--- config.mk ---
export PLATFORM = sky130hd
export DESIGN_NAME = i2c_txn_arbiter
export DESIGN_NICKNAME = d
export VERILOG_FILES = /design/src/rtl/i2c_txn_arbiter.sv
export SDC_FILE = /design/constraint.sdc
export NUM_CORES = 1
export LEC_CHECK = 0
export BUFFER_PORTS_ARGS = -buffer_cell sky130_fd_sc_hd__buf_2
export CORE_MARGIN = 4
export CORE_UTILIZATION = 40
export CTS_CLUSTER_SIZE = 30
export DETAILED_ROUTE_END_ITERATION = 8
export SETUP_SLACK_MARGIN = 0.2
export SKIP_CTS_REPAIR_TIMING = 1
export SLEW_MARGIN = 20
export SYNTH_ARGS = -nofsm -noshare
export SYNTH_HDL_FRONTEND = slang
export SYNTH_SLANG_ARGS = --single-unit
--- constraint.sdc ---
create_clock -name clk -period 5.25 [get_ports clk]
set_clock_uncertainty 0.05 [all_clocks]
set_input_delay 0.7875 -clock clk [delete_from_list [all_inputs] [get_ports clk]]
set_output_delay 0.7875 -clock clk [all_outputs]
set_load 0.005 [all_outputs]
--- src/rtl/i2c_txn_arbiter.sv ---
// Round-robin arbiter that shares one byte-level I2C master engine between N_REQ
// requesters and sequences single-register read/write transactions on it.
module i2c_txn_arbiter #(
  parameter int unsigned N_REQ       = 2,
  parameter int unsigned TIMEOUT_CYC = 100000
) (
  input  logic               clk,
  input  logic               rstn,
  input  logic [N_REQ-1:0]   req_valid,
  output logic [N_REQ-1:0]   req_ready,
  input  logic [N_REQ-1:0]   req_rnw,
  input  logic [N_REQ*7-1:0] req_addr,
  input  logic [N_REQ*8-1:0] req_reg,
  input  logic [N_REQ*8-1:0] req_wdata,
  output logic [N_REQ-1:0]   rsp_valid,
  output logic [7:0]         rsp_rdata,
  output logic [1:0]         rsp_err,
  output logic [N_REQ-1:0]   grant,
  output logic               busy,
  output logic               eng_cmd_valid,
  input  logic               eng_cmd_ready,
  output logic [1:0]         eng_cmd,
  output logic [7:0]         eng_wdata,
  input  logic               eng_done,
  input  logic               eng_nack,
  input  logic [7:0]         eng_rdata,
  output logic               eng_abort
);

  localparam int unsigned PW = (N_REQ > 1) ? $clog2(N_REQ) : 1;
  localparam int unsigned CW = $clog2(TIMEOUT_CYC + 1);
  localparam logic [2:0] LAST_WR = 3'd4;
  localparam logic [2:0] LAST_RD = 3'd6;

  typedef enum logic [1:0] {IDLE, ISSUE, WAIT, RESP} state_t;
  typedef enum logic [1:0] {
    CMD_START = 2'b00,
    CMD_WRITE = 2'b01,
    CMD_READ  = 2'b10,
    CMD_STOP  = 2'b11
  } cmd_t;

  state_t           state_q, state_d;
  logic [PW-1:0]    ptr_q, sel_idx, cand;
  logic             sel_found;
  logic [N_REQ-1:0] sel_onehot, grant_q, ready_q;
  logic [2:0]       step_q, step_d, last_idx;
  logic             rnw_q;
  logic [6:0]       addr_q;
  logic [7:0]       reg_q, wdata_q, rdata_q;
  logic [1:0]       err_q;
  logic [CW-1:0]    cnt_q;
  logic             expired, accept, timeout;
  cmd_t             cur_cmd;
  logic [7:0]       cur_wdata;

  // Round-robin pick: first asserted request after the last owner, wrapping.
  always_comb begin
    sel_idx   = '0;
    sel_found = 1'b0;
    cand      = '0;
    for (int unsigned k = 1; k <= N_REQ; k++) begin
      cand = PW'((32'(ptr_q) + k) % N_REQ);
      if (!sel_found && req_valid[cand]) begin
        sel_found = 1'b1;
        sel_idx   = cand;
      end
    end
    sel_onehot          = '0;
    sel_onehot[sel_idx] = 1'b1;
  end

  always_comb begin
    cur_cmd   = CMD_STOP;
    cur_wdata = '0;
    if (rnw_q) begin
      case (step_q)
        3'd0: cur_cmd = CMD_START;
        3'd1: begin cur_cmd = CMD_WRITE; cur_wdata = {addr_q, 1'b0}; end
        3'd2: begin cur_cmd = CMD_WRITE; cur_wdata = reg_q; end
        3'd3: cur_cmd = CMD_START;
        3'd4: begin cur_cmd = CMD_WRITE; cur_wdata = {addr_q, 1'b1}; end
        3'd5: cur_cmd = CMD_READ;
        default: cur_cmd = CMD_STOP;
      endcase
    end else begin
      case (step_q)
        3'd0: cur_cmd = CMD_START;
        3'd1: begin cur_cmd = CMD_WRITE; cur_wdata = {addr_q, 1'b0}; end
        3'd2: begin cur_cmd = CMD_WRITE; cur_wdata = reg_q; end
        3'd3: begin cur_cmd = CMD_WRITE; cur_wdata = wdata_q; end
        default: cur_cmd = CMD_STOP;
      endcase
    end
  end

  assign last_idx = rnw_q ? LAST_RD : LAST_WR;
  assign expired  = (cnt_q == CW'(TIMEOUT_CYC - 1));

  // eng_done has priority over a coinciding step timeout.
  always_comb begin
    state_d = state_q;
    step_d  = step_q;
    accept  = 1'b0;
    timeout = 1'b0;
    case (state_q)
      IDLE: begin
        if (sel_found) begin
          accept  = 1'b1;
          state_d = ISSUE;
        end
      end
      ISSUE: begin
        if (expired) begin
          timeout = 1'b1;
          state_d = RESP;
        end else if (eng_cmd_ready) begin
          state_d = WAIT;
        end
      end
      WAIT: begin
        if (eng_done) begin
          if (step_q == last_idx) begin
            state_d = RESP;
          end else begin
            state_d = ISSUE;
            step_d  = (cur_cmd == CMD_WRITE && eng_nack) ? last_idx : step_q + 3'd1;
          end
        end else if (expired) begin
          timeout = 1'b1;
          state_d = RESP;
        end
      end
      RESP:    state_d = IDLE;
      default: state_d = IDLE;
    endcase
  end

  always_ff @(posedge clk or negedge rstn) begin
    if (!rstn) state_q <= IDLE;
    else       state_q <= state_d;
  end

  always_ff @(posedge clk or negedge rstn) begin
    if (!rstn) begin
      ptr_q   <= PW'(N_REQ - 1);
      grant_q <= '0;
      ready_q <= '0;
      step_q  <= '0;
      rnw_q   <= 1'b0;
      addr_q  <= '0;
      reg_q   <= '0;
      wdata_q <= '0;
      rdata_q <= '0;
      err_q   <= '0;
      cnt_q   <= '0;
    end else begin
      ready_q <= '0;
      step_q  <= accept ? '0 : step_d;
      if (accept) begin
        ready_q <= sel_onehot;
        grant_q <= sel_onehot;
        ptr_q   <= sel_idx;
        rnw_q   <= req_rnw[sel_idx];
        addr_q  <= req_addr[32'(sel_idx)*7 +: 7];
        reg_q   <= req_reg[32'(sel_idx)*8 +: 8];
        wdata_q <= req_wdata[32'(sel_idx)*8 +: 8];
        rdata_q <= '0;
        err_q   <= '0;
      end
      if (state_q == WAIT && eng_done) begin
        if (cur_cmd == CMD_READ) rdata_q <= eng_rdata;
        if (cur_cmd == CMD_WRITE && eng_nack) err_q <= 2'b01;
      end
      if (timeout) err_q <= 2'b10;
      if (state_q == RESP) grant_q <= '0;
      // Per-step budget restarts every time a new command is about to be issued.
      if (state_d == ISSUE && state_q != ISSUE) cnt_q <= '0;
      else if (state_q == ISSUE || state_q == WAIT) cnt_q <= cnt_q + CW'(1);
    end
  end

  assign req_ready     = ready_q;
  assign grant         = grant_q;
  assign busy          = (state_q != IDLE);
  assign eng_cmd_valid = (state_q == ISSUE);
  assign eng_cmd       = (state_q == ISSUE) ? cur_cmd : CMD_START;
  assign eng_wdata     = (state_q == ISSUE) ? cur_wdata : '0;
  assign eng_abort     = timeout;
  assign rsp_valid     = (state_q == RESP) ? grant_q : '0;
  assign rsp_rdata     = (state_q == RESP) ? rdata_q : '0;
  assign rsp_err       = (state_q == RESP) ? err_q : '0;

endmodule

### Word-level counts from Yosys, hierarchy flattened

Cells that the tools add are included.

| cells by class | value |
|---|---|
| magnitude comparators | 4 |
| eq/ne operators | 15 |
| muxes and demuxes | 53 |
| add/subtract/negate cells | 4 |
| $mul | 1 |
| shift-type cells | 3 |
| reductions and logical operators | 18 |

Operator list:

| operator | number |
|---|---|
| $mux 8 | 6 |
| $pmux 8 s3 | 2 |
| $mux 2 | 18 |
| $mux 17 | 2 |
| $shiftx 16x5->8 | 2 |
| $add 17x1->17 const B | 1 |
| $eq 17x17->1 const B | 1 |
| $mux 1 | 15 |
| $mux 3 | 5 |
| $shiftx 14x5->7 | 1 |
| $reduce_bool 2->1 | 5 |
| $pmux 2 s4 | 1 |
| $eq 2x1->1 const B | 3 |
| $eq 2x2->1 const B | 3 |
| $eq 3x2->1 const B | 2 |
| $eq 3x3->1 const B | 2 |
| $lt 1x2->1 const B | 3 |
| $pmux 2 s3 | 1 |
| $reduce_or 3->1 | 2 |
| $logic_and 1x1->1 | 5 |
| $mul 1x3->4 const B | 1 |
| $ne 2x1->1 const B | 2 |
| $pmux 2 s2 | 1 |
| $add 3x1->3 const B | 1 |
| other kinds (12) | 13 |

| storage, ports and cells | value |
|---|---|
| output and inout port bits | 29 |
| bits in registers | 61 |
| input port bits | 63 |

### Longest topological paths before layout

| depth | value |
|---|---|
| word-level depth | 13 |
| depth in mapped cells | 9 |
| gate-level depth less buffers | 7 |

### Worst setup path after synthesis

No wires, ideal clock.

| timing | value |
|---|---|
| kind | register to output |
| start | register step_q[1] |
| end | output eng_cmd[1] |
| arrival | 1.606 ns |
| buffers on the path | 0 |
| cell stages (with the launch flop) | 6 |
| setup slack | 2.806 ns |
| cells stage by stage | dfrtp_1 > ha_1 > ha_1 > or4_1 > o211ai_1 > and2_1 |

| on the way | value |
|---|---|
| longest elaborated chain between the ends | 5 |
| elaborated cells on any way between the ends | 13 |

RTL lines:

| element | line | RTL |
|---|---|---|
| start, declared | 47 | `logic [2:0] step_q, step_d, last_idx;` |
| start signal, assigned | 159 | `step_q <= accept ? '0 : step_d;` |
| $eq 3x2->1, or another cell as far along | 77, 87 |  |
| $reduce_or 3->1 (no line) / $reduce_or 2->1 (equally long branches) | -- |  |
| $pmux 2 s3 / $pmux 2 s2 (equally long branches) | 77, 87 |  |
| $mux 2 (*) | 76 | `if (rnw_q) begin` |
| $mux 2 (*) | 187 | `assign eng_cmd = (state_q == ISSUE) ? cur_cmd : CMD_START;` |
| end, declared | 22 | `output logic [1:0] eng_cmd,` |

Every way passes the cells marked *; elsewhere a longest branch is shown, timed or not.

### Worst setup path in the final report

| timing | value |
|---|---|
| start | register step_q[1] |
| end | output eng_wdata[0] |

| on the way | value |
|---|---|
| longest elaborated chain between the ends | 4 |
| elaborated cells on any way between the ends | 8 |

RTL lines:

| element | line | RTL |
|---|---|---|
| $eq 3x2->1, or another cell as far along | 87 | `case (step_q)` |
| $pmux 8 s3 (on tied branches) | 87, 77 |  |
| $mux 8 (*) | 76 |  |
| $mux 8 (*) | 188 | `assign eng_wdata = (state_q == ISSUE) ? cur_wdata : '0;` |
| end, declared | 23 | `output logic [7:0] eng_wdata,` |

Marked as above.

==> flow_summary.ini <==
[layout]
layout.cells.most_common_list = buf_2 (91), dfrtp_1 (60), inv_1 (44)
fill_cells = 743
layout_commonest_cell = buf_2
syn_to_final_growth_pct = 23.21
drive_above_1_share_pct = 31.89
nets = 486
multi_input_area_um2 = 1464
diodes = 0
final_util_pct = 51.13
seq_area_um2 = 1528

[drt]
vias_per_cell = 5.318
wl_um = 8045
wl_per_cell_um = 15.50
drtIter0Drc = 304
vias = 2760
post-route-drc-count = 1
ant_nets = 0
first_pass_iters = 9

[synthesis]
syn_area_um2 = 3223
synth_area_per_cell_um2 = 9.887
ys_seq_elements = 61
synth_top_family_by_area = simple AND/OR/NAND/NOR gates
synthArstFlopShare_pct = 100.0
synth_xor_area_share_pct = 4.620
synth_flop_cell = dfrtp_1
synth_top_area_share_pct = 46.58
yosysWarnings = 0
synth_area_leaders = dfrtp_1 (47%), a222oi_1 (9.6%), inv_1 (5.1%)
synth_cells = 326
synth_compound_area_share_pct = 17.20
synth-adder-area-share_pct = 4.270
synthDistinctLibCells = 45
ys_seq_area_share_pct = 47.40
synthSimpleGateAreaFrac_pct = 17.59
yosysTopAreaCell = dfrtp_1
synth_enable_flop_cells = 0
syn_nets = 400
synth.area.mux_share_pct = 0.9317

[critical_path]
crit_arrival_ns = 2.18
cpMostUsedCell = ha_1
r2r-start = state_q[1]
worst_setup_path_start_kind = flip-flop
cp_slowest_stage_delay_ns = 0.54
cp-end-kind = output pin
path_class = reg -> out
crit_fanout = 8
ff2ff_setup_slack_ns = 2.68
r2r_cells = 7
required_ns = 4.41
crit_chain = ha_1 > ha_1 > nor2b_1 > a22oi_1 > a21oi_1 > buf_2
slowest_stage = nor2b_1
reg2reg_to = cnt_q[2]

[grt]
grt_pass1_vias = 2789
grt_max_degree = 62
grt-ovfl-total = 0
grt.total_usage_pct = 17.11
antenna_found_initial = 0
grt_pass1_wl_um = 13430

[clock_network]
cts_buffers = 9
root_buffer = clkbuf_8
clock-sinks = 61
htreeDepth = 3
cts_tree = built
clk_pin_slew_ns = 0.07
clock_latency_ns = 0.34
clockBufferDepth = 2

[die]
dieHeight_um = 97.77
die_w_um = 97.77
start_util_pct = 41.49
coreArea_um2 = 7767
io_pins = 92
dieArea_um2 = 9558
rows = 32

[hold_path]
min_to = rdata_q[3]
min_delay_path_depth = 2
hp-class = reg -> reg
hold_start = rdata_q[3]

[timing]
period_share_pct = 57.50
relSlewSlack_pct = 38.60
whs_ns = 0.4489
setup_viol = 0
fin_ws_ns = 2.231
finalSetupTns_ns = 0
hold_violations = 0
fmax_mhz = 331.3
maxSlewViolCount = 0
rsz0062_at_grt = no
final.min_clock_period_ns = 3.019
tightest_slew_ns = 0.9181

[power_and_ir_drop]
p_leak_nw = 2.044
power.total_mw = 1.929
pwr_density_cell_nw_per_um2 = 485.7
ir_worst_vdd_v = 0.0001810

[placed_design]
io_buffers = 91
place_ws_ns = 2.613
routabilityCongestion = 0.8891
dp_hpwl_um = 5761

[run_status]
violations = design-rule violations
outcome = complete, but fails checks

[flow_run]
maxCapViolations = 0
## cell usage after synthesis (4+ instances only)
| cell type | number |
|---|---|
| ha_1 | 11 |
| xor2_1 | 11 |
| and2_1 | 16 |
| o21ai_0 | 11 |
| nor2_2 | 10 |
| nand2_1 | 11 |
| inv_1 | 44 |
| dfrtp_1 | 60 |
| a21oi_1 | 9 |
| clkbuf_1 | 12 |
| buf_2 | 4 |
| a222oi_1 | 31 |
| nor3_1 | 4 |
| nand4_1 | 5 |
| xnor2_1 | 6 |
| nor2_1 | 24 |
| nand3_1 | 16 |
## cell families (layout without fill, tap and decap cells)
kind of cell | count (synthesis) | after routing
AOI/OAI and AO/OA | 69 | 69
xor gates and xnor gates | 17 | 17
adders and majority gates | 11 | 11
buffers and inverters | 62 | 153
DFF | 61 | 61
muxes | 3 | 3
and+or+nand+nor | 103 | 103
## worst max path at each step
stage	startpoint	end	slack, ns	cells past startpoint
2_1_floorplan	step_q[1]	eng_cmd[1]	2.81	5
3_3_place_gp	step_q[1]	eng_cmd[1]	2.65	6
4_1_cts	step_q[1]	eng_cmd[1]	2.22	6
3_5_place_dp	step_q[1]	eng_cmd[1]	2.61	6
5_1_grt	step_q[2]	eng_wdata[0]	2.00	6
6_report	step_q[1]	eng_wdata[0]	2.23	6
## through the flow
stage / cells / area, um2
6_report: 519 / 3971
5_1_grt: 519 / 3971
4_1_cts: 519 / 3964
3_5_place_dp: 503 / 3747
3_3_place_gp: 503 / 3740
2_1_floorplan: 326 / 3223
## registers in the layout, summed over array words and instances, names as in the netlist
signal,count
cnt_q,17
rdata_q,8
reg_q,8
wdata_q,8
addr_q,7
step_q,3
err_q,2
grant,2
req_ready,2
state_q,2
ptr_q,1
rnw_q,1
## metal layers
layer	vias up	track usage (%)	wire length, um
met2	106	25.72	3671
met4	0	5.431	99
met1	1315	23.14	3618
met5	-	0	0
li1	1329	-	-
met3	10	6.143	656
## critical path, delay by kind of cell, from the launching register on
family | cells | cell delay [ns]
AND/OR/NAND/NOR | 1 | 0.54
AO/OA/AOI/OAI | 2 | 0.34
adder cells (fa/ha/maj) | 2 | 0.40
flip-flops | 1 | 0.41
buffers and inverters | 1 | 0.14
## power by group
group / switching (mW) / leakage, nW / internal (mW)
clock network: 0.199 / 0.111 / 0.250
logic: 0.461 / 1.14 / 0.294
registers: 0.113 / 0.798 / 0.612
total: 0.773 / 2.04 / 1.16
## area by class of cell
type / instances / area share [%]
Sequential cell: 61 / 38.47
Clock inverter: 5 / 1.638
Tap cell: 102 / 3.214
Multi-Input combinational cell: 203 / 36.86
Timing Repair Buffer: 93 / 11.85
Clock buffer: 11 / 3.812
Inverter: 44 / 4.159
No activity file was read; power rests on OpenSTA's default activity.
